===== src/rtl/mul_div_unit.sv =====
// Multi-cycle multiply/divide unit that owns the HI/LO registers.
// Latency: MUL/DIV N+1 unstalled edges (N = DATA_WIDTH/BITS_PER_CYCLE); MTHI/MTLO take one edge.
// Backpressure: stall freezes everything; start is ignored while busy; cancel aborts an in-flight op.
// Ports: clk, rst (sync, active-high); stall, cancel; start/op/rs/rt issue a request;
//        busy, done (1-cycle pulse), div_by_zero (valid with done); hi, lo registers.
module mul_div_unit #(
  parameter int DATA_WIDTH     = 32,
  parameter int BITS_PER_CYCLE = 1
) (
  input  logic                  clk,
  input  logic                  rst,
  input  logic                  stall,
  input  logic                  cancel,
  input  logic                  start,
  input  logic [2:0]            op,
  input  logic [DATA_WIDTH-1:0] rs,
  input  logic [DATA_WIDTH-1:0] rt,
  output logic                  busy,
  output logic                  done,
  output logic                  div_by_zero,
  output logic [DATA_WIDTH-1:0] hi,
  output logic [DATA_WIDTH-1:0] lo
);
  localparam int W  = DATA_WIDTH;
  localparam int N  = W / BITS_PER_CYCLE;
  localparam int CW = $clog2(N) + 1;

  typedef enum logic [1:0] {IDLE, CALC, FIXUP} state_t;

  state_t          state, state_nxt;
  logic [CW-1:0]   cnt;
  // acc: upper product half (multiply) or partial remainder (divide)
  // low: multiplier shifting out / product low half, or dividend shifting out / quotient
  logic [W:0]      acc;
  logic [W-1:0]    low;
  logic [W-1:0]    opnd;     // multiplicand or divisor (magnitude)
  logic            is_div;
  logic            neg_lo;   // negate product (mul) or quotient (div)
  logic            neg_hi;   // negate remainder (div)
  logic            dbz;

  logic            accept, op_arith, sgn;
  logic [W-1:0]    rs_abs, rt_abs;
  logic [W:0]      acc_step, sum;
  logic [W-1:0]    low_step;
  logic [2*W-1:0]  prod;
  logic [W-1:0]    res_hi, res_lo;

  assign busy     = (state != IDLE);
  assign accept   = (state == IDLE) && start && !stall && !cancel;
  assign op_arith = !op[2];
  assign sgn      = !op[0];
  assign rs_abs   = (sgn && rs[W-1]) ? -rs : rs;
  assign rt_abs   = (sgn && rt[W-1]) ? -rt : rt;

  // One iteration retires BITS_PER_CYCLE single-bit shift-add or restoring-divide steps.
  always_comb begin
    acc_step = acc;
    low_step = low;
    sum      = '0;
    for (int i = 0; i < BITS_PER_CYCLE; i++) begin
      if (is_div) begin
        acc_step = {acc_step[W-1:0], low_step[W-1]};
        low_step = {low_step[W-2:0], 1'b0};
        if (acc_step >= {1'b0, opnd}) begin
          acc_step    = acc_step - {1'b0, opnd};
          low_step[0] = 1'b1;
        end
      end else begin
        sum      = {1'b0, acc_step[W-1:0]} + (low_step[0] ? {1'b0, opnd} : {(W+1){1'b0}});
        low_step = {sum[0], low_step[W-1:1]};
        acc_step = {1'b0, sum[W:1]};
      end
    end
  end

  // Sign correction. A zero divisor is latched with raw rs and no sign flags, so the
  // unsigned divide yields quotient all-ones and remainder rs untouched.
  always_comb begin
    prod = {acc[W-1:0], low};
    if (neg_lo) prod = -prod;
    if (is_div) begin
      res_lo = neg_lo ? -low : low;
      res_hi = neg_hi ? -acc[W-1:0] : acc[W-1:0];
    end else begin
      res_hi = prod[2*W-1:W];
      res_lo = prod[W-1:0];
    end
  end

  always_comb begin
    state_nxt = state;
    case (state)
      IDLE:    if (accept && op_arith) state_nxt = CALC;
      CALC:    if (cancel) state_nxt = IDLE;
               else if (!stall && cnt == CW'(N-1)) state_nxt = FIXUP;
      FIXUP:   if (cancel || !stall) state_nxt = IDLE;
      default: state_nxt = IDLE;
    endcase
  end

  always_ff @(posedge clk) begin
    if (rst) begin
      state       <= IDLE;
      hi          <= '0;
      lo          <= '0;
      done        <= 1'b0;
      div_by_zero <= 1'b0;
      cnt         <= '0;
      acc         <= '0;
      low         <= '0;
      opnd        <= '0;
      is_div      <= 1'b0;
      neg_lo      <= 1'b0;
      neg_hi      <= 1'b0;
      dbz         <= 1'b0;
    end else begin
      state       <= state_nxt;
      done        <= 1'b0;
      div_by_zero <= 1'b0;
      if (accept) begin
        if (op_arith) begin
          cnt    <= '0;
          acc    <= '0;
          is_div <= op[1];
          opnd   <= rt_abs;
          if (op[1] && rt == '0) begin
            low    <= rs;
            neg_lo <= 1'b0;
            neg_hi <= 1'b0;
            dbz    <= 1'b1;
          end else begin
            low    <= rs_abs;
            neg_lo <= sgn && (rs[W-1] ^ rt[W-1]);
            neg_hi <= sgn && rs[W-1];
            dbz    <= 1'b0;
          end
        end else if (op == 3'b100) begin
          hi <= rs;
        end else if (op == 3'b101) begin
          lo <= rs;
        end
      end else if (state == CALC && !stall && !cancel) begin
        acc <= acc_step;
        low <= low_step;
        cnt <= cnt + CW'(1);
      end else if (state == FIXUP && !stall && !cancel) begin
        hi          <= res_hi;
        lo          <= res_lo;
        done        <= 1'b1;
        div_by_zero <= dbz;
      end
    end
  end
endmodule


===== config.mk =====
export PLATFORM = sky130hd
export DESIGN_NAME = mul_div_unit
export DESIGN_NICKNAME = d
export VERILOG_FILES = /design/src/rtl/mul_div_unit.sv
export SDC_FILE = /design/constraint.sdc
export NUM_CORES = 1
export LEC_CHECK = 0
export CORE_MARGIN = 3
export CORE_UTILIZATION = 40
export DETAILED_ROUTE_END_ITERATION = 16
export GPL_TIMING_DRIVEN = 1
export PLACE_DENSITY_LB_ADDON = 0.05
export SETUP_SLACK_MARGIN = 0.3
export SYNTH_ARGS = -nofsm -noshare
export SYNTH_HDL_FRONTEND = slang
export SYNTH_SLANG_ARGS = --single-unit

===== constraint.sdc =====
create_clock -name clk -period 3.6 [get_ports clk]
set_input_delay 0.72 -clock clk [delete_from_list [all_inputs] [get_ports clk]]
set_output_delay 0.72 -clock clk [all_outputs]
set_load 0.1 [all_outputs]

-- Yosys cells after proc, flatten, opt, wreduce, memory -nomap -nowiden
Index checks and enable logic that the tools add are counted.
- register bits after elaboration: 174
- input bits: 72
- output and inout bits: 67
- logic and storage cells: 111
- add/sub/neg operators: 8
- magnitude comparators: 1
- eq/ne operators: 14
- mux-type cells: 42
- bitwise gates (word level): 3
- reduce and logical (&&, ||, !) cells: 30
- operators with widths (operator ; number):
    $mux 32 ; 28
    $neg 32->32 ; 4
    $mux 64 ; 1
    $neg 64->64 ; 1
    $add 32x32->33 ; 1
    $ge 33x32->1 ; 1
    $logic_not 32->1 ; 1
    $sub 32x32->32 ; 1
    $mux 6 ; 3
    $logic_and 1x1->1 ; 13
    $ne 2x2->1 const B ; 5
    $mux 2 ; 4
    $add 6x1->6 const B ; 1
    $eq 3x3->1 const B ; 2
    $eq 6x5->1 const B ; 1
    $ne 2x1->1 const B ; 3
    $pmux 2 s3 ; 1
    $reduce_bool 2->1 ; 3
    $mux 1 ; 5
    $reduce_and 5->1 ; 1
    $logic_not 1->1 ; 4
    $reduce_and 2->1 ; 2
    $reduce_and 4->1 ; 1
    $reduce_or 4->1 ; 1
    9 further kinds ; 10

-- Longest topological paths before layout
Gate-level depths: netlist of the first run.
- word-level depth: 7
- gate-level depth with buffers: 15
- gate-level depth less buffers: 14

-- Worst setup path after synthesis of the first run
Ideal clock, no wire load.
- path kind: register -> register
- from: reg low[10]
- to: reg hi[22]
- setup time: 0.071 ns
- arrival: 3.443 ns
- data required time: 3.529 ns
- path slack: 0.086 ns
- stages on the path, launching flop included: 13
- buffers on the path: 2
- clock period less this slack: 3.514 ns
- cells stage by stage: dfxtp_1 > buf_6 > or4_4 > or4_4 > or4_1 > buf_2 > or4_4 > a21oi_4 > a31oi_1 > o31ai_2 > xor2_1 > a211o_1 > a21oi_1
- longest elaborated chain between the ends: 6
- ends and longest elaborated chain (item ; RTL line ; source):
    start, declared ; 35 ; logic [W-1:0] low;
    start signal, assigned ; 128 ; low <= rs;
    start signal, assigned ; 133 ; low <= rs_abs;
    start signal, assigned ; 145 ; low <= low_step;
    $neg 64->64 ; 81 ; if (neg_lo) prod = -prod;
    $mux 64 ; 81 ;
    $mux 32 ; 82 ; if (is_div) begin
    $mux 32 ; 147 ; end else if (state == FIXUP && !stall && !cancel) begin
    $mux 32 ; 143 ; end else if (state == CALC && !stall && !cancel) begin
    $mux 32 ; 121 ; if (accept) begin
    end signal, assigned ; 139 ; hi <= rs;
    end signal, assigned ; 148 ; hi <= res_hi;
    end, declared ; 21 ; output logic [DATA_WIDTH-1:0] hi,
Every way passes these cells. The select of a mux whose other input is x is not followed.
A chain may end at the register's enable or synchronous reset.

-- Worst setup path in the final report of the first run
- from: reg low[12]
- to: reg hi[22]
Same word-level chain as after synthesis.

==> qor.yml, run 1 <==
synth_cell_types: 69
rows: 67
worstSetupStartpointType: "register"
status: "complete, no violations"
ir_worst_vdd_v: 0.0003410
drcViolationCount: 0
die_area_um2: 36980
die_x_um: 192.3
grt.total_usage: 0.2729
antenna_found_initial: 0
fmax_ghz: 0.2909
yosys.area.top_type_share: 0.2509
drtIter0Drc: 1189
cts.reportedPaths.clkPinSlew_ps: 80
h-tree-depth: 4
cp_slowest_stage_delay_ps: 530
fp.dieH_um: 192.3
p_switching_mw: 1.521
io_buffers: 138
hold_violations: 0
async_reset_ff_frac: 0
cts_sinks: 174
power.density_nw_per_um2: 275.1
slew-limit-headroom: 0.2968
grt_max_degree: 80
synth_largest_area_cell: "dfxtp_1"
multi_input_area_um2: 10140
slew_violations: 0
pwr-share-comb: 0.228
pwr-share-clk: 0.377
fin_skew_ps: 13.29
setup-tns-final_ps: 0
wl_per_cell_um: 20.02
required_ps: 3980
ys_seq_area_frac: 0.2509
worstSetupEndpointType: "register"
cts_inserted_buffers: 17
setup_viol: 0
worst_slew_pin_slew_ps: 1055
dr.pass1.iters: 5
finalNonFillerCells: 2581
dp_cells: 2542
grt_pass1_wl_um: 79090
grt-ovfl-total: 0
clk_latency_ps: 460
seq_area_um2: 3491
synth_area_leaders: "dfxtp_1 (25%), a21oi_1 (6.3%), ha_1 (6.2%), nor2_1 (6.2%), xnor2_1 (5.4%)"
synth_flop_cell: "dfxtp_1"
start_util: 0.4100
gp_congestion: 0.9645
insertedDiodeCount: 0
syn-num-nets: 2027
io_pins: 139
cts_hold_buf: 0
clk_path_buf_depth: 2
hp-class: "reg -> reg"
period_minus_slack_ps: 3437
worstPathCellList: "or4_4 -> or4_4 -> or4_4 -> or4_4 -> a21oi_4 -> a31oi_4 -> o31ai_2 -> xor2_1 -> a211o_1 -> a21oi_2"
synth_area_um2: 13880
postSynthCellCount: 1884
postRouteAntennaNets: 0
maxCapViolCount: 0
dp_hpwl_um: 39740
internal_power_mw: 3.431
synth_area_per_cell_um2: 7.370
crit_slowest_cell: "or4_4"
worst_ep_arrival_time_ps: 3820
p_leak_nw: 7.279
critPathKind: "reg -> reg"
fin_nets: 2263
synth_edf_count: 0
via_count: 15010
grt_setup_unrepaired: "yes"
drive_gt1_frac: 0.1552
drt_wl_total_um: 51660
cts_tree: "built"
synthToLayoutAreaGrowth_pct: 29.67
sw_frac_of_total: 0.3072
grt_pass1_vias: 14250
synth_seq_cells: 174
crit_fanout: 3
vias_per_cell: 5.814
yosysWarnings: 0
post-route-period-util: 0.9548
fin_util: 0.5316
p_seq_frac: 0.396
fin_hold_ws_ps: 447.4
cp_common_cell: "or4_4"
fillerInstances: 3370
core_um2: 33870
clock-root-buffer: "clkbuf_16"
-- cells in the final DEF, fill, tap and decap left out, drive strengths merged, types with 13 or more instances in the layout --
cell           count
nor4              17
xnor2             85
nor2             230
o31ai             26
o211ai            29
a31oi             22
dfxtp            174
or4               24
ha                69
or3               28
a21o              35
and2              15
clkdlybuf4s50    136
o21ai            112
nand4             14
clkbuf            19
a22oi             17
o41ai             13
inv               66
a21oi            177
mux2i             54
buf              204
nand2            180
a211oi            76
nand3             30
nand2b            15
nor3              36
xor2              83
-- state kept, by name, summed over array words and instances (netlist names), 2 cells and up --
name / flops
acc: 32
hi: 32
lo: 32
low: 32
opnd: 32
cnt: 6
state: 2
-- cell usage after synthesis, drive strengths merged (24+ instances only) --
master	n
nor2	230
nand2	180
a21oi	177
dfxtp	174
clkbuf	114
o21ai	112
xnor2	85
xor2	83
a211oi	76
ha	69
inv	62
mux2i	54
nor3	36
a21o	35
nand3	30
o211ai	29
or3	28
o31ai	26
or4	24
-- path summary, 6_finish.rpt --
check	cells past startpoint	endpoint	start	slack, ps
hold reg to reg	2	dbz	dbz	450
setup / recovery	10	hi[22]	low[12]	160
setup reg to reg	10	hi[22]	low[12]	160
hold / removal	2	dbz	dbz	450
-- layout make-up --
cell class / instances / area share
timing repair buffer: 340 / 0.1669
inverter: 63 / 0.01313
sequential: 174 / 0.1939
clock buffer: 19 / 0.02460
clock inverter: 13 / 0.007158
tap: 448 / 0.03113
multi-input combinational: 1524 / 0.5632
-- critical path: cells and delay by family (launching register included) --
family / cells / cell delay, ps
compound gates: 5 / 930
xor+xnor: 1 / 110
flops: 1 / 310
simple gates: 4 / 2000
-- kinds of logic after synthesis --
logic type                 Yosys count  synth area share
DFF                                174            0.2509
and+or+nand+nor                    632            0.2102
buffers and inverters              186           0.05100
xor gates and xnor gates           168            0.1060
AOI/OAI and AO/OA                  598            0.2771
muxes                               55           0.03974
adders and majority gates           71           0.06506
-- power groups by stage --
| stage | Sequential (mW) | Combinational [mW] | Clock (mW) |
|---|---|---|---|
| 4_1_cts | 1.96 | 1.10 | 1.91 |
| 3_5_place_dp | 2.00 | 1.08 | 0 |
| 2_1_floorplan | 2.02 | 0.605 | 0 |
| 3_3_place_gp | 2.00 | 1.08 | 0 |
| 6_report | 1.96 | 1.13 | 1.87 |
| 5_1_grt | 1.96 | 1.22 | 1.98 |
-- metrics by stage --
step / setup WS, ps / area [µm²] / power [mW]
detailed placement: -274.2 / 16960 / 3.079
global placement: -297.9 / 16960 / 3.078
floorplan: 111.6 / 13880 / 2.625
CTS: 161.4 / 17640 / 4.967
finish: 162.7 / 18000 / 4.953
global route: 67.36 / 18000 / 5.154
-- repair_timing --
action,in CTS,in global routing
gates resized for setup,29,73
buffers inserted,1,6
hold endpoints to repair,0,0
endpoints found under the setup margin,30,59
pin swaps,10,23
-- routing by layer --
metal  wire, µm  track usage  share of wire  up-vias
li1           -            -              -     7327
met1      22340       0.3451           0.43     7108
met2      24670       0.4652           0.48      467
met3       2363      0.03088          0.046      103
met4       2290       0.1255          0.044        0
met5          0            0              0        -
Note: power is estimated with default switching activity, not from simulation.
==> inputs of run 2 (changes only) <==
- HOLD_SLACK_MARGIN: default -> 0.06
==> results of run 2 <==
Final layout, timing and power as in run 1 (identical DEF).
